`src/rtl/dot_pkg.sv`:
```
// Shared types and helpers for the vector dot-product engine.
// Helpers work on fixed maximum widths; callers extend or truncate to their own sizes.
package dot_pkg;

    typedef enum logic [1:0] {IDLE, STREAM, DRAIN, OUTPUT} state_e;

    localparam int unsigned SliceW = 1024;
    localparam int unsigned SatW   = 128;
    localparam int unsigned ResW   = 64;

    // Extract lane idx of a packed vector of width-bit lanes (lane 0 in the LSBs).
    function automatic logic [ResW-1:0] lane_slice(logic [SliceW-1:0] vec, int unsigned idx,
                                                   int unsigned width);
        logic [SliceW-1:0] mask;
        mask = (SliceW'(1) << width) - SliceW'(1);
        return ResW'((vec >> (idx * width)) & mask);
    endfunction

    // Shift then clamp to a width-bit range; returns {overflow, value}.
    function automatic logic [ResW:0] saturate(logic [SatW-1:0] value, int unsigned shift,
                                               logic signed_mode, int unsigned width);
        logic [SatW-1:0] shifted;
        logic [SatW-1:0] hi;
        logic [SatW-1:0] lo;
        logic [SatW-1:0] res;
        logic            ovf;
        ovf = 1'b0;
        if (signed_mode) begin
            shifted = SatW'($signed(value) >>> shift);
            hi      = (SatW'(1) << (width - 1)) - SatW'(1);
            lo      = ~hi;
            if ($signed(shifted) > $signed(hi)) begin
                res = hi;
                ovf = 1'b1;
            end else if ($signed(shifted) < $signed(lo)) begin
                res = lo;
                ovf = 1'b1;
            end else begin
                res = shifted;
            end
        end else begin
            shifted = value >> shift;
            hi      = (SatW'(1) << width) - SatW'(1);
            lo      = '0;
            if (shifted > hi) begin
                res = hi;
                ovf = 1'b1;
            end else begin
                res = shifted;
            end
        end
        return {ovf, ResW'(res)};
    endfunction

endpackage

```
`src/rtl/vector_dot_mul_stage.sv`:
```
// Stages 1-2 of the dot pipeline: per-lane multipliers, then a registered adder tree.
// Never stalls; the valid pipe tracks which stages hold a live beat.
module vector_dot_mul_stage
    import dot_pkg::*;
#(
    parameter int unsigned WIDTH = 16,
    parameter int unsigned LANES = 4,
    localparam int unsigned SumW = 2 * WIDTH + $clog2(LANES)
) (
    input  logic                   clk,
    input  logic                   reset_n,
    input  logic                   beat_valid,
    input  logic [LANES*WIDTH-1:0] a,
    input  logic [LANES*WIDTH-1:0] b,
    input  logic                   signed_mode,
    output logic [SumW-1:0]        sum,
    output logic                   sum_valid,
    output logic                   pipe_busy
);

    localparam int unsigned ProdW = 2 * WIDTH;

    logic [WIDTH-1:0]        a_lane    [LANES];
    logic [WIDTH-1:0]        b_lane    [LANES];
    logic signed [ProdW+1:0] prod_full [LANES];
    logic [ProdW-1:0]        prod_q    [LANES];
    logic                    prod_valid_q;
    logic [SumW-1:0]         ext;
    logic [SumW-1:0]         sum_d;
    logic [SumW-1:0]         sum_q;
    logic                    sum_valid_q;

    // One extra bit per operand lets a single signed multiplier serve both modes.
    always_comb begin
        for (int i = 0; i < LANES; i++) begin
            a_lane[i]    = WIDTH'(lane_slice(SliceW'(a), i, WIDTH));
            b_lane[i]    = WIDTH'(lane_slice(SliceW'(b), i, WIDTH));
            prod_full[i] = $signed({signed_mode & a_lane[i][WIDTH-1], a_lane[i]}) *
                           $signed({signed_mode & b_lane[i][WIDTH-1], b_lane[i]});
        end
    end

    always_comb begin
        sum_d = '0;
        ext   = '0;
        for (int i = 0; i < LANES; i++) begin
            ext              = {SumW{signed_mode & prod_q[i][ProdW-1]}};
            ext[ProdW-1:0]   = prod_q[i];
            sum_d            = sum_d + ext;
        end
    end

    always_ff @(posedge clk or negedge reset_n) begin
        if (!reset_n) begin
            for (int i = 0; i < LANES; i++) prod_q[i] <= '0;
            prod_valid_q <= 1'b0;
            sum_q        <= '0;
            sum_valid_q  <= 1'b0;
        end else begin
            prod_valid_q <= beat_valid;
            if (beat_valid) begin
                for (int i = 0; i < LANES; i++) prod_q[i] <= prod_full[i][ProdW-1:0];
            end
            sum_valid_q <= prod_valid_q;
            if (prod_valid_q) sum_q <= sum_d;
        end
    end

    assign sum       = sum_q;
    assign sum_valid = sum_valid_q;
    assign pipe_busy = prod_valid_q | sum_valid_q;

endmodule

```
`src/rtl/vector_dot_engine.sv`:
```
// Streaming multi-lane dot-product engine: job FSM, beat counter, accumulator and
// shifted/saturated result registers around the multiply/adder-tree stage.
module vector_dot_engine
    import dot_pkg::*;
#(
    parameter int unsigned WIDTH     = 16,
    parameter int unsigned LANES     = 4,
    parameter int unsigned MAX_BEATS = 256,
    localparam int unsigned ACC_WIDTH = 2 * WIDTH + $clog2(LANES) + $clog2(MAX_BEATS) + 1,
    localparam int unsigned LenW      = $clog2(MAX_BEATS + 1),
    localparam int unsigned ShW       = $clog2(2 * WIDTH)
) (
    input  logic                   clk,
    input  logic                   reset_n,
    input  logic                   start,
    input  logic [LenW-1:0]        length,
    input  logic                   signed_mode,
    input  logic [ShW-1:0]         shift,
    input  logic                   in_valid,
    output logic                   in_ready,
    input  logic [LANES*WIDTH-1:0] a_in,
    input  logic [LANES*WIDTH-1:0] b_in,
    output logic                   res_valid,
    input  logic                   res_ready,
    output logic [WIDTH-1:0]       result,
    output logic [ACC_WIDTH-1:0]   acc_out,
    output logic                   overflow,
    output logic                   busy
);

    localparam int unsigned SumW = 2 * WIDTH + $clog2(LANES);

    state_e               state_q, state_d;
    logic [LenW-1:0]      len_q, cnt_q, len_clamped;
    logic                 mode_q;
    logic [ShW-1:0]       shift_q;
    logic [ACC_WIDTH-1:0] acc_q, sum_ext;
    logic [WIDTH-1:0]     result_q;
    logic [ACC_WIDTH-1:0] acc_out_q;
    logic                 ovf_q;
    logic [SumW-1:0]      sum;
    logic                 sum_valid, pipe_busy;
    logic                 start_ok, accept, last_beat, drain_done;
    logic [SatW-1:0]      acc_wide;
    logic [ResW:0]        sat_res;

    vector_dot_mul_stage #(
        .WIDTH (WIDTH),
        .LANES (LANES)
    ) u_mul_stage (
        .clk         (clk),
        .reset_n     (reset_n),
        .beat_valid  (accept),
        .a           (a_in),
        .b           (b_in),
        .signed_mode (mode_q),
        .sum         (sum),
        .sum_valid   (sum_valid),
        .pipe_busy   (pipe_busy)
    );

    assign len_clamped = (length > LenW'(MAX_BEATS)) ? LenW'(MAX_BEATS) : length;
    assign start_ok    = (state_q == IDLE) && start;
    assign accept      = in_valid && in_ready;
    assign last_beat   = accept && ((cnt_q + LenW'(1)) == len_q);
    assign drain_done  = (state_q == DRAIN) && !pipe_busy;

    always_comb begin
        sum_ext             = {ACC_WIDTH{mode_q & sum[SumW-1]}};
        sum_ext[SumW-1:0]   = sum;
        acc_wide            = {SatW{mode_q & acc_q[ACC_WIDTH-1]}};
        acc_wide[ACC_WIDTH-1:0] = acc_q;
        sat_res             = saturate(acc_wide, 32'(shift_q), mode_q, WIDTH);
    end

    always_ff @(posedge clk or negedge reset_n) begin
        if (!reset_n) state_q <= IDLE;
        else          state_q <= state_d;
    end

    always_comb begin
        state_d = state_q;
        unique case (state_q)
            IDLE:    if (start) state_d = (len_clamped == '0) ? OUTPUT : STREAM;
            STREAM:  if (last_beat) state_d = DRAIN;
            DRAIN:   if (!pipe_busy) state_d = OUTPUT;
            OUTPUT:  if (res_ready) state_d = IDLE;
            default: state_d = IDLE;
        endcase
    end

    always_comb begin
        in_ready  = 1'b0;
        res_valid = 1'b0;
        busy      = 1'b1;
        unique case (state_q)
            IDLE:    busy = 1'b0;
            STREAM:  in_ready = 1'b1;
            DRAIN:   ;
            OUTPUT:  res_valid = 1'b1;
            default: busy = 1'b0;
        endcase
    end

    always_ff @(posedge clk or negedge reset_n) begin
        if (!reset_n) begin
            len_q     <= '0;
            cnt_q     <= '0;
            mode_q    <= 1'b0;
            shift_q   <= '0;
            acc_q     <= '0;
            result_q  <= '0;
            acc_out_q <= '0;
            ovf_q     <= 1'b0;
        end else begin
            if (start_ok) begin
                len_q   <= len_clamped;
                mode_q  <= signed_mode;
                shift_q <= shift;
                cnt_q   <= '0;
                acc_q   <= '0;
            end else begin
                if (accept)    cnt_q <= cnt_q + LenW'(1);
                if (sum_valid) acc_q <= acc_q + sum_ext;
            end
            // Results load once per job, so they hold steady under backpressure.
            if (start_ok && (len_clamped == '0)) begin
                result_q  <= '0;
                acc_out_q <= '0;
                ovf_q     <= 1'b0;
            end else if (drain_done) begin
                result_q  <= WIDTH'(sat_res);
                acc_out_q <= acc_q;
                ovf_q     <= sat_res[ResW];
            end
        end
    end

    assign result   = result_q;
    assign acc_out  = acc_out_q;
    assign overflow = ovf_q;

endmodule

```
`config.mk`:
```
export PLATFORM = sky130hd
export DESIGN_NAME = vector_dot_engine
export DESIGN_NICKNAME = d
export VERILOG_FILES = /design/src/rtl/dot_pkg.sv /design/src/rtl/vector_dot_mul_stage.sv /design/src/rtl/vector_dot_engine.sv
export SDC_FILE = /design/constraint.sdc
export NUM_CORES = 2
export LEC_CHECK = 0
export BUFFER_PORTS_ARGS = -buffer_cell sky130_fd_sc_hd__buf_2
export CAP_MARGIN = 0
export CORE_ASPECT_RATIO = 1.4
export CORE_UTILIZATION = 40
export DETAILED_ROUTE_END_ITERATION = 8
export PLACE_DENSITY = 0.6
export SLEW_MARGIN = 10
export SYNTH_ARGS = -nofsm -noshare
export SYNTH_HDL_FRONTEND = slang
export SYNTH_SLANG_ARGS = --single-unit
```
`constraint.sdc`:
```
create_clock -name clk -period 8.7 [get_ports clk]
set_input_delay 0 -clock clk [delete_from_list [all_inputs] [get_ports clk]]
set_output_delay 0 -clock clk [all_outputs]
set_load 0.02 [all_outputs]
```
=== Word level (Yosys, flattened, before mapping) ===
Cells that the tools add are included.

* Add/sub/neg operators: 5
* Multiply operators: 4
* Order comparisons: 4
* Eq/ne operators: 8
* Shift operators: 2
* Mux-type cells: 28
* Bitwise gates (word level): 15
* Reductions and logical operators: 12

{| class="wikitable"
|+ Operators with widths
! kind !! count
|-
| > comparator 128 x 16 -> 1 bit (second input constant) || 2
|-
| two-way mux 43 bit || 4
|-
| < comparator 128 x 16 -> 1 bit (second input constant) || 1
|-
| multiplier 17 x 17 -> 32 bit || 4
|-
| >> shifter 128 x 5 -> 128 bit || 1
|-
| >>> shifter 44 x 5 -> 128 bit || 1
|-
| two-way mux 16 bit || 6
|-
| adder 34 bit || 2
|-
| adder 43 bit || 1
|-
| adder 33 x 33 -> 34 bit || 1
|-
| two-way mux 9 bit || 3
|-
| AND 1 bit || 14
|-
| two-way mux 2 bit || 5
|-
| adder 9 x 1 -> 9 bit (second input constant) || 1
|-
| equality test 9 bit || 1
|-
| > comparator 9 bit (second input constant) || 1
|-
| logical NOT 9 bit || 1
|-
| two-way mux 1 bit || 9
|-
| inequality test 2 bit (second input constant) || 4
|-
| one-hot mux 2 bit (4 select lines) || 1
|-
| nonzero test 2 bit || 3
|-
| logical AND 1 bit || 5
|-
| equality test 2 bit (second input constant) || 2
|-
| AND reduction 4 bit || 1
|-
| 4 further kinds || 4
|}

* Register bits after elaboration: 293
* Input bits: 148
* Output and inout port bits: 63
* Word-level logic and storage cells: 94

=== Depth between registers and ports, before layout ===
* Depth after elaboration: 8
* Depth in mapped cells: 28

=== Hierarchy ===
Synthesis repeated with hierarchy kept, for this count alone.

* Cell total of the unflattened synthesis: 6661
* Area total of the unflattened synthesis: 62174.6 um^2

{| class="wikitable"
|+ Modules (own cells, without submodules)
! module !! instances !! cells each !! area each (um^2)
|-
| vector_dot_mul_stage || 1 || 5471 || 51240.4
|-
| vector_dot_engine || 1 || 1190 || 10934.2
|}

=== Worst setup path before layout ===
No wires, ideal clock.

* Path type: register to register
* Start: register mode_q
* End: register u_mul_stage.prod_q[120] in the netlist's numbering
* Library setup time: 0.133 ns
* Data arrival time: 6.970 ns
* Required time: 8.567 ns
* Setup slack: 1.597 ns
* Stages on the path, launching flop included: 26
* Path buffers: 4
* Period minus slack after synthesis: 7.103 ns
* Cells stage by stage: dfrtp_1 clkbuf_1 clkbuf_1 clkbuf_1 nand2_1 buf_1 nor2_1 fa_1 fa_1 fa_1 fa_1 fa_1 inv_1 fa_1 inv_1 ha_1 a21o_1 a21oi_1 nor2_1 a211oi_1 or4b_2 a31o_2 a21o_1 a21oi_1 xor2_1 o21ai_0

* Cells in the longest elaborated chain, start to end: 2

{| class="wikitable"
|+ RTL lines
! element !! RTL line !! text
|-
| start, declared || vector_dot_engine.sv:35 || <nowiki>logic mode_q;</nowiki>
|-
| start signal, assigned || vector_dot_engine.sv:118 || <nowiki>mode_q <= signed_mode;</nowiki>
|-
| AND 1 bit (on tied branches) || vector_dot_mul_stage.sv:38, vector_dot_mul_stage.sv:39 ||
|-
| multiplier 17 x 17 -> 32 bit (*) || vector_dot_mul_stage.sv:38 || <nowiki>prod_full[i] = $signed({signed_mode & a_lane[i][WIDTH-1], a_lane[i]}) *</nowiki>
|-
| end, declared || vector_dot_mul_stage.sv:26 || <nowiki>logic [ProdW-1:0] prod_q [LANES];</nowiki>
|}

Mark *: on every way between the ends. The rest lies on a longest branch, timed or not.
A chain may end at the register's enable or synchronous reset.

=== Final worst setup path ===
* Start: register mode_q
* End: register u_mul_stage.prod_q[95] in the netlist's numbering

Same word-level chain as after synthesis.

==> results_tabular.tex <==
\begin{tabular}{lr}
\hline
Metric & Value \\
\hline
\multicolumn{2}{l}{\textbf{Synth}} \\
Sequential element share of the synthesized area & 12.0\% \\
Synthesized netlist cell count & 6757 \\
Net Count, Synth & 8509 \\
Primary flip-flop cell chosen by synthesis mapping & sky130\_fd\_sc\_hd\_\_dfrtp\_1 \\
Number of warnings issued by yosys & 0 \\
Number of storage elements in the synthesis netlist & around 290 \\
Area share of the leading cell type in the synthesized netlist & 39.1\% \\
EDFF count, synth & 0 \\
Top cells by area in the synthesized netlist & sky130\_fd\_sc\_hd\_\_fa\_1 (39\%), sky130\_fd\_sc\_hd\_\_dfrtp\_1 (12\%), sky130\_fd\_sc\_hd\_\_inv\_1 (8.5\%) \\
Dominant cell type by area after synthesis & sky130\_fd\_sc\_hd\_\_fa\_1 \\
Share of flip-flops with an asynchronous set or reset after synthesis & 100\% \\
Synthesized area divided by synthesized cell count & slightly above 9 um2 \\
Post-synthesis instance area & between 60000 and 70000 um2 \\
Unique cell type count in the Yosys netlist & 78 \\
\multicolumn{2}{l}{\textbf{CTS}} \\
Num CTS Buffers & 37 \\
Number of sinks handled by clock tree synthesis & 293 \\
Clock latency reported for the late side of the worst-skew pair & 570 ps \\
Post-CTS setup buffer count & 0 \\
Cell at the root of the clock tree & sky130\_fd\_sc\_hd\_\_clkbuf\_16 \\
Post-cts sizing count & 0 \\
Clock slew seen by the registers of the worst setup and hold paths & around 60 ps \\
H-tree levels & 2 \\
Hold-fix buffer count after cts & 34 \\
Clock tree from TritonCTS & done \\
Largest buffer count on any clock path & 3 \\
\multicolumn{2}{l}{\textbf{Floorplanning}} \\
Area of the die & about 150000 um2 \\
Die height & 465 um \\
Starting Density & 40.3\% \\
Overall die width & between 300 and 400 um \\
I/O pin count & 211 \\
Core area & 152000 um2 \\
Rows & 169 \\
\multicolumn{2}{l}{\textbf{Critical path}} \\
Category of the worst setup path launch point & register \\
Maximum net fanout on the critical path & 31 \\
Critical Path RT & 9100 ps \\
Class of the most critical setup path & register to register \\
Arrival @ worst endpoint & 8130 ps \\
Kind of end point of the critical path & register \\
\multicolumn{2}{l}{\textbf{Drt}} \\
Final routed DRC violation total & 0 \\
Via density per instance & 5.20 \\
Number of vias after detailed routing & 45623 \\
Number of antenna-violating nets in the routed design & 0 \\
DR iter-0 viols & 2363 \\
Average wire per cell in the routed design & 18.6 um \\
Iteration count of the initial detailed-routing pass & 5 \\
Routed Wire Length & 164 mm \\
\multicolumn{2}{l}{\textbf{Placed design}} \\
Buffers on Ports & between 200 and 250 \\
Final RePlAce weighted congestion & between 0.8 and 0.9 \\
Area after DPL & 63900 um2 \\
DPL Wire Length & 132 mm \\
Number of cells after detailed placement & 8677 \\
\multicolumn{2}{l}{\textbf{Flow run}} \\
Maxcap violations & 0 \\
\multicolumn{2}{l}{\textbf{STA}} \\
Transition time at the pin with the least slew margin & about 1000 ps \\
Final setup violating endpoints & 0 \\
Maximum operating frequency & between 0.1 and 0.15 GHz \\
Setup repair after global routing missed its margin & false \\
Count of final hold-check violations & 0 \\
Final period demand of the worst path & slightly below 8000 ps \\
Post-Route Setup TNS & 0 ps \\
Slew HR & 31.0\% \\
Final number of max-transition violations & 0 \\
Share of the cycle needed by the critical path after routing & 88.8\% \\
Final clock skew & between 30 and 40 ps \\
\multicolumn{2}{l}{\textbf{GRT}} \\
GRT Total Usage & 21.8\% \\
Initial antenna violation count & 8 \\
Overflow after GRT & 0 \\
Pin count of the biggest net entering global routing & 117 \\
First-pass GRT wire length & 268 mm \\
Vias in the first global route & 49691 \\
\multicolumn{2}{l}{\textbf{Hold path}} \\
Worst hold path type & input pin to register \\
\multicolumn{2}{l}{\textbf{Layout}} \\
Proportion of layout cells with a drive suffix above 1 & 6.44\% \\
Fill count & 14905 \\
Post-route standard cell area excluding fillers & 65400 um2 \\
Area added between synthesis and finish & 6.89\% \\
Final cell count without fillers & 8779 \\
Total Nets Final & about 8500 \\
\multicolumn{2}{l}{\textbf{Outcome}} \\
Run status & completed \\
\hline
\end{tabular}
## worst max-delay path, cell delays in order, from the launching register on
cell                       delay [ps]
sky130_fd_sc_hd__dfrtp_2          960
sky130_fd_sc_hd__nand2_1          590
sky130_fd_sc_hd__or2_2            480
sky130_fd_sc_hd__fa_1             510
sky130_fd_sc_hd__fa_1             550
sky130_fd_sc_hd__inv_1             50
sky130_fd_sc_hd__fa_1             440
sky130_fd_sc_hd__fa_1             420
sky130_fd_sc_hd__fa_1             510
sky130_fd_sc_hd__inv_1             50
sky130_fd_sc_hd__fa_1             520
sky130_fd_sc_hd__inv_1             40
sky130_fd_sc_hd__ha_1             340
sky130_fd_sc_hd__a211o_1          310
sky130_fd_sc_hd__a211oi_1         190
sky130_fd_sc_hd__a21boi_0         350
sky130_fd_sc_hd__o211a_1          270
sky130_fd_sc_hd__o21ai_0          120
sky130_fd_sc_hd__o31ai_1          340
sky130_fd_sc_hd__o21bai_1         100
sky130_fd_sc_hd__a21oi_1          180
sky130_fd_sc_hd__xnor2_1          130
sky130_fd_sc_hd__o21ai_0           80
## Yosys cell counts (8+ instances only)
cell and instances:
sky130_fd_sc_hd__a211o_1 8, sky130_fd_sc_hd__a211oi_1 34, sky130_fd_sc_hd__a21o_1 63, sky130_fd_sc_hd__a21oi_1 229, sky130_fd_sc_hd__a221o_1 15, sky130_fd_sc_hd__a31oi_1 27
sky130_fd_sc_hd__and2_1 509, sky130_fd_sc_hd__and3_1 49, sky130_fd_sc_hd__buf_1 18, sky130_fd_sc_hd__buf_2 13, sky130_fd_sc_hd__clkbuf_1 245, sky130_fd_sc_hd__dfrtp_1 293
sky130_fd_sc_hd__fa_1 1195, sky130_fd_sc_hd__ha_1 409, sky130_fd_sc_hd__inv_1 1392, sky130_fd_sc_hd__mux2_2 59, sky130_fd_sc_hd__mux2i_1 78, sky130_fd_sc_hd__mux4_2 32
sky130_fd_sc_hd__nand2_1 988, sky130_fd_sc_hd__nand2b_1 32, sky130_fd_sc_hd__nand3_1 53, sky130_fd_sc_hd__nand3b_1 11, sky130_fd_sc_hd__nand4_1 19, sky130_fd_sc_hd__nor2_1 213
sky130_fd_sc_hd__nor2b_1 22, sky130_fd_sc_hd__nor3_1 33, sky130_fd_sc_hd__nor3b_1 8, sky130_fd_sc_hd__o211ai_1 26, sky130_fd_sc_hd__o21a_1 36, sky130_fd_sc_hd__o21ai_0 224
sky130_fd_sc_hd__o21bai_1 17, sky130_fd_sc_hd__o31a_1 8, sky130_fd_sc_hd__o31ai_1 23, sky130_fd_sc_hd__or2_2 27, sky130_fd_sc_hd__or3_1 14, sky130_fd_sc_hd__xnor2_1 146
sky130_fd_sc_hd__xor2_1 90
## sequential cells by signal, summed over array words and instances, names as in the netlist
signal / count
len_q: 9
u_mul_stage.sum_valid: 1
acc_out: 43
acc_q: 43
u_mul_stage.prod_q: 96
overflow: 1
u_mul_stage.prod_valid_q: 1
shift_q: 5
mode_q: 1
state_q: 2
u_mul_stage.ext: 32
u_mul_stage.sum: 34
cnt_q: 9
result: 16
## cell families after synthesis
logic type,Yosys count,synth area share [%]
adder cells (fa/ha/maj),1604,47.4
XOR/XNOR,236,3.38
AO/OA/AOI/OAI,780,7.88
multiplexers,169,3.54
buffers and inverters,1676,10.3
AND/OR/NAND/NOR,1999,15.5
flip-flops,293,12.0
## cell type report
class / instances / area [um2] / area share [%]
multi-input combinational: 4788 / 47600 / 72.7
sequential: 293 / 7340 / 11.2
inverter: 1395 / 5240 / 8.00
tap: 1966 / 2460 / 3.76
timing repair buffer: 269 / 1590 / 2.43
clock buffer: 49 / 1020 / 1.56
clock inverter: 18 / 226 / 0.346
antenna: 1 / 2.50 / 0.00382
## path summary, 6_finish.rpt
check | slack, ps | cells after the start | from | end
setup / recovery | 970 | 22 | mode_q | u_mul_stage.prod_q[95]
min in group asynchronous | 70 | 2 | reset_n | acc_out[24]
max in group asynchronous | 7020 | 3 | reset_n | mode_q
hold reg to reg | 490 | 2 | len_q[1] | len_q[1]
setup reg to reg | 970 | 22 | mode_q | u_mul_stage.prod_q[95]
hold / removal | 30 | 5 | res_ready | state_q[0]
## placed cells by master, fill, tap and decap left out, types with 63 or more instances in the layout
cell type,Yosys,layout
sky130_fd_sc_hd__xnor2_1,146,146
sky130_fd_sc_hd__ha_1,409,409
sky130_fd_sc_hd__a21o_1,63,63
sky130_fd_sc_hd__mux2i_1,78,78
sky130_fd_sc_hd__nand2_1,988,987
sky130_fd_sc_hd__inv_1,1392,1392
sky130_fd_sc_hd__and2_1,509,507
sky130_fd_sc_hd__a21oi_1,229,229
sky130_fd_sc_hd__dfrtp_1,293,288
sky130_fd_sc_hd__fa_1,1195,1195
sky130_fd_sc_hd__xor2_1,90,90
sky130_fd_sc_hd__nor2_1,213,213
sky130_fd_sc_hd__o21ai_0,224,224
sky130_fd_sc_hd__buf_2,13,209
## per-layer routing
| layer | up-vias | routed length [um] | track usage, % |
|---|---|---|---|
| li1 | 20732 | - | - |
| met1 | 23351 | 62800 | 25.2 |
| met2 | 1138 | 87200 | 40.7 |
| met3 | 388 | 6190 | 2.15 |
| met4 | 14 | 7330 | 8.76 |
| met5 | - | 90 | 0 |
## through the flow
stage | util [%] | worst slack, ps | hold WS, ps
floorplan | - | 1600 | -296
global placement | 42.1 | 1000 | 132
detailed placement | 42.1 | 930 | 135
CTS | 43.1 | 886 | 1.56
global route | 43.1 | 574 | 97.1
finish | 43.1 | 973 | 30.3
Power is not shown: default switching activity piles up to over one toggle a cycle in this logic, so the estimate is an artifact.
